==> config.mk <==
export PLATFORM = sky130hd
export DESIGN_NAME = fetch_stage
export DESIGN_NICKNAME = d
export VERILOG_FILES = /design/src/rtl/pipe_pkg.sv /design/src/rtl/if_id_reg.sv /design/src/rtl/fetch_stage.sv
export SDC_FILE = /design/constraint.sdc
export NUM_CORES = 1
export LEC_CHECK = 0
export CORE_MARGIN = 2
export CORE_UTILIZATION = 44
export DETAILED_ROUTE_END_ITERATION = 7
export PLACE_DENSITY_LB_ADDON = 0.25
export RECOVER_POWER = 100
export SETUP_SLACK_MARGIN = 0.3
export SYNTH_ARGS = -nofsm -noshare
export SYNTH_HDL_FRONTEND = slang
export SYNTH_HIERARCHICAL = 1
export SYNTH_SLANG_ARGS = --single-unit
==> constraint.sdc <==
create_clock -name CLK -period 3.2 [get_ports CLK]
set_input_delay 0.32 -clock CLK [delete_from_list [all_inputs] [get_ports CLK]]
set_output_delay 0.32 -clock CLK [all_outputs]
set_load 0.01 [all_outputs]
==> src/rtl/pipe_pkg.sv <==
// Shared pipeline definitions for the 5-stage core: datapath width, reset PC,
// the canonical NOP encoding, the IF/ID payload struct and a saturating
// increment used by the fetch performance counters.
package pipe_pkg;

  localparam int          XLEN      = 32;
  localparam logic [31:0] RESET_PC  = 32'h0000_0000;
  localparam logic [31:0] NOP_INSTR = 32'h0000_0013;  // addi x0,x0,0

  typedef struct packed {
    logic [31:0]     instr;
    logic [XLEN-1:0] pc;
    logic [XLEN-1:0] pc_plus4;
    logic            valid;
  } if_id_t;

  // Increment that sticks at all-ones instead of wrapping.
  function automatic logic [31:0] sat_inc(input logic [31:0] v);
    return (v == 32'hFFFF_FFFF) ? v : v + 32'd1;
  endfunction

endpackage

==> src/rtl/if_id_reg.sv <==
// IF/ID pipeline register bank. Flush inserts a bubble and takes priority
// over stall; stall holds the current contents; otherwise the fetch-side
// payload is captured.
module if_id_reg
  import pipe_pkg::*;
#(
  parameter logic [31:0] NOP_INSTR = pipe_pkg::NOP_INSTR
) (
  input  logic   clk,
  input  logic   rst_n,
  input  logic   stall,
  input  logic   flush,
  input  if_id_t d,
  output if_id_t q
);

  localparam if_id_t BUBBLE = '{instr: NOP_INSTR, pc: '0, pc_plus4: '0, valid: 1'b0};

  // Register bank: reset/flush -> bubble, stall -> hold, else capture.
  always_ff @(posedge clk or negedge rst_n) begin
    if (!rst_n) begin
      q <= BUBBLE;
    end else if (flush) begin
      q <= BUBBLE;
    end else if (!stall) begin
      q <= d;
    end
  end

endmodule

==> src/rtl/fetch_stage.sv <==
// Instruction-fetch stage: owns the PC register and next-PC mux, drives the
// instruction-memory address, and feeds the IF/ID register bank.
// Optional feature macro: FETCH_PERF_CNT_EN builds saturating stall/flush
// counters; without it StallCount/FlushCount are tied to zero.
module fetch_stage
  import pipe_pkg::*;
#(
  parameter int              XLEN      = pipe_pkg::XLEN,
  parameter logic [XLEN-1:0] RESET_PC  = pipe_pkg::RESET_PC,
  parameter logic [31:0]     NOP_INSTR = pipe_pkg::NOP_INSTR
) (
  input  logic            CLK,
  input  logic            RST,
  input  logic            STALLF,
  input  logic            STALLD,
  input  logic            FLUSHD,
  input  logic            PCSRCE,
  input  logic [XLEN-1:0] PCTargetE,
  input  logic [31:0]     InstrF,
  output logic [XLEN-1:0] PCF,
  output logic [31:0]     InstrD,
  output logic [XLEN-1:0] PCD,
  output logic [XLEN-1:0] PCPlus4D,
  output logic            ValidD,
  output logic [31:0]     StallCount,
  output logic [31:0]     FlushCount
);

  logic [XLEN-1:0] pc_plus4;
  logic [XLEN-1:0] pc_next;
  logic [XLEN-1:0] target_aligned;
  if_id_t          if_id_d;
  if_id_t          if_id_q;

  // Redirect targets are word-aligned by dropping the low two bits; no trap.
  assign target_aligned = PCTargetE & ~XLEN'(3);
  assign pc_plus4       = PCF + XLEN'(4);

  // Next-PC select: a redirect always wins over a fetch stall.
  always_comb begin
    pc_next = pc_plus4;
    if (PCSRCE) begin
      pc_next = target_aligned;
    end else if (STALLF) begin
      pc_next = PCF;
    end
  end

  // PC register.
  always_ff @(posedge CLK or negedge RST) begin
    if (!RST) begin
      PCF <= RESET_PC;
    end else begin
      PCF <= pc_next;
    end
  end

  assign if_id_d = '{instr: InstrF, pc: PCF, pc_plus4: pc_plus4, valid: 1'b1};

  if_id_reg #(
    .NOP_INSTR(NOP_INSTR)
  ) u_if_id (
    .clk  (CLK),
    .rst_n(RST),
    .stall(STALLD),
    .flush(FLUSHD),
    .d    (if_id_d),
    .q    (if_id_q)
  );

  assign InstrD   = if_id_q.instr;
  assign PCD      = if_id_q.pc;
  assign PCPlus4D = if_id_q.pc_plus4;
  assign ValidD   = if_id_q.valid;

`ifdef FETCH_PERF_CNT_EN
  logic [31:0] stall_cnt;
  logic [31:0] flush_cnt;

  // Performance counters: a stall overridden by a redirect is not counted.
  always_ff @(posedge CLK or negedge RST) begin
    if (!RST) begin
      stall_cnt <= '0;
      flush_cnt <= '0;
    end else begin
      if (STALLF && !PCSRCE) stall_cnt <= sat_inc(stall_cnt);
      if (FLUSHD)            flush_cnt <= sat_inc(flush_cnt);
    end
  end

  assign StallCount = stall_cnt;
  assign FlushCount = flush_cnt;
`else
  assign StallCount = '0;
  assign FlushCount = '0;
`endif

endmodule

==> flow_summary.yaml <==
timing:
  skew_ns: 0.0106
  setup_viol: 0
  grt_setup_unrepaired: "false"
  hold_viol: 0
  setup_slack_ns: 0.398
  slew_violations: 188
  min_period_over_period_pct: 87.6
  worst_pin_slew_ns: 2.85
  holdWs_ns: 0.465
  fin_tns_setup_ns: 0
  fmax_mhz: 357
  fin_crit_ns: 2.80
  slew_headroom_pct: -90.0
synth:
  synthArstFlopShare_pct: 100
  ys.warnings.count: 6
  syn_inst: 664
  avgSynthCellArea_um2: 10.1
  syn_area_mm2: 0.00670
  synth_enable_flop_cells: 0
  yosysUniqueCellTypes: 46
  synth_seq_cells: 127
  synth_seq_area_share_pct: 47.5
  synth_top_flop_cell: "dfrtp_1"
detailed_routing:
  dr.pass1.iters: 4
  ant_nets: 0
  via_count: 5326
  wl_met1_um: 7560
  wl_per_cell_um: 16.4
  dr.max_layer_used: "met4"
  met2_wirelength_um: 8020
  dr.first_iter.drc_count: 286
  finalWirelength_um: 17200
  route.detailed.drc: 0
  via_per_inst: 5.08
  wl_met3_um: 1160
clocking:
  cts_hold_buf: 0
  cts_tree: "yes"
  htreeDepth: 4
  clockRootBuffer: "clkbuf_16"
  cts.sinks: 127
  clkSlewWorstSetupHoldPaths_ns: 0.06
  ctsResizeCount: 0
  clock_latency_ns: 0.41
  cts_buffer_depth: 2
  postCtsSetupBuffers: 0
  numCtsBuffers: 17
power_and_ir_drop:
  powerDensity_mw_per_mm2: 514
  finalPower_mw: 4.65
  power.leakage_nw: 4.33
  ir_drop_uv: 286
floorplanning:
  die-area_mm2: 0.0162
  io_pins: 263
  die_h_um: 127
  die_w_um: 127
  start_util_pct: 44.6
  fp.coreArea_mm2: 0.0150
  core.rowCount: 45
worst_setup_path:
  crit_slowest_cell: "or4_1"
  worstPathRequired_ns: 3.51
  arrival_ns: 3.12
  cpPeakStageDelay_ns: 0.86
  r2r_end: "PCF[26]$_DFFE_PN0N_"
  cp_top_family: "simple AND/OR/NAND/NOR gates"
  worst-path-buf-inv: 0
  rrSetupSlack_ns: 0.40
  end_kind: "flop"
  r2r_cells: 5
  worstSetupPathType: "reg2reg"
  worstSetupStartpointType: "flop"
  cp_cell_sequence: "ha_1 -> nand4_1 -> or4_1 -> or4_1 -> a31oi_1"
  cpMostUsedCell: "or4_1"
  timing.rr.start: "PCF[2]$_DFFE_PN0N_"
  crit_fanout: 16
cells_and_area:
  n_antenna_cell: 0
  syn_to_final_growth_pct: 35.0
  fillerInstances: 1291
  nets: 919
  design_area_mm2: 0.00904
  drive_gt1_share_pct: 5.11
global_routing:
  overflow: 0
  antenna_found_initial: 0
  grt_start_max_net_pins: 101
  grt_pass1_wl_um: 27400
  grt.total_usage_pct: 21.1
  grt_pass1_vias: 5287
run_status:
  status: "finished with violations"
  violations: "capacitance limit, slew limit"
min_path:
  hold_depth: 3
  min_to: "PCF[16]$_DFFE_PN0N_"
  holdCritPathClass: "in2reg"
  worstHoldStart: "PCTargetE[16]"
place:
  portBuffers: 194
  dpl-instance-area_mm2: 0.00846
  hpwl_um: 11600
  place_ws_ns: 0.452
  gp_congestion: 0.814
job:
  cap_violations: 2
cell usage in the layout (no fill, tap or decap), drive strengths merged, types with 4 or more instances in the layout:
cell           count
a31oi             12
and4               4
buf                7
clkbuf            35
clkdlybuf4s50     64
conb              71
dfrtp            124
dlygate4sd3      127
inv                6
mux2i             95
nand2             33
nand3             17
nand4             13
nor2             125
nor2b              4
nor3              10
nor4               9
o21ai             15
o31ai              4
or4                9
xnor2             27
xor2              13
through the flow:
stage               instances  util, %
floorplan                 733        -
global placement         1017     56.3
detailed placement       1017     56.3
CTS                      1049     60.4
global route             1049     60.2
finish                   1049     60.2
metal layers:
layer  up-vias  global-route usage, %
li1       2498                      -
met1      2560                   28.0
met2       239                   33.7
met3        29                   4.65
met4         0                   8.47
met5         -                      0
sequential cells by signal (all words and copies together) (netlist names):
name       count
PCF           30
u_if_id/q     97
worst max-delay path by stage:
stage                                  start                         to  slack, ns  cells past startpoint
after floorplan           PCF[2]$_DFFE_PN0N_  u_if_id/q[23]$_DFFE_PN0P_       0.86                      9
after global placement    PCF[2]$_DFFE_PN0N_        PCF[22]$_DFFE_PN0N_       0.57                      5
after detailed placement  PCF[2]$_DFFE_PN0N_        PCF[26]$_DFFE_PN0N_       0.45                      5
after CTS                 PCF[2]$_DFFE_PN0N_        PCF[26]$_DFFE_PN0N_       0.43                      5
after global routing      PCF[2]$_DFFE_PN0N_        PCF[24]$_DFFE_PN0N_       0.19                      5
final                     PCF[2]$_DFFE_PN0N_        PCF[26]$_DFFE_PN0N_       0.40                      5
cells by family after synthesis:
group	synth area share (%)
flops	47.5
xor+xnor	5.23
other cells	0.112
buf+inv	11.7
fa+ha+maj	0.187
compound gates	4.52
simple gates	16.4
mux	14.4
tightest hold or removal path, delay by kind of cell:
kind | cells | cell delay, ns
buffers and inverters | 1 | 0.39
AO/OA/AOI/OAI | 1 | 0.04
AND/OR/NAND/NOR | 1 | 0.08
layout make-up:
cell class	count	area, µm²	area share, %
inverter	7	26.3	0.291
tap	188	235	2.60
clock inverter	4	97.6	1.08
multi-input combinational	490	2990	33.0
timing repair buffer	205	1990	22.0
sequential	127	3180	35.2
clock buffer	28	527	5.82
Yosys cell counts (4+ instances only):
cell	number	share of area [%]
o21ai_0	15	1.1
nor3_1	10	0.75
a31oi_1	12	1.1
dfrtp_1	124	46
and4_1	4	0.52
nor4_1	8	0.75
or4_1	9	1.0
mux2i_1	95	14
xor2_1	13	1.7
nand3_1	17	1.3
inv_1	6	0.34
buf_4	74	8.3
nand2_1	33	1.8
buf_2	6	0.45
xnor2_1	27	3.5
nor2b_1	4	0.37
o31ai_1	4	0.45
nand4_1	12	1.1
nor2_1	125	7.0
clkbuf_1	23	1.3
where the power goes:
| group | switching [mW] | total (mW) | internal, mW |
|---|---|---|---|
| registers | 0.129 | 1.86 | 1.73 |
| logic | 0.387 | 0.773 | 0.386 |
| clock network | 0.666 | 2.02 | 1.35 |
Note: power is estimated with default switching activity, not from simulation.
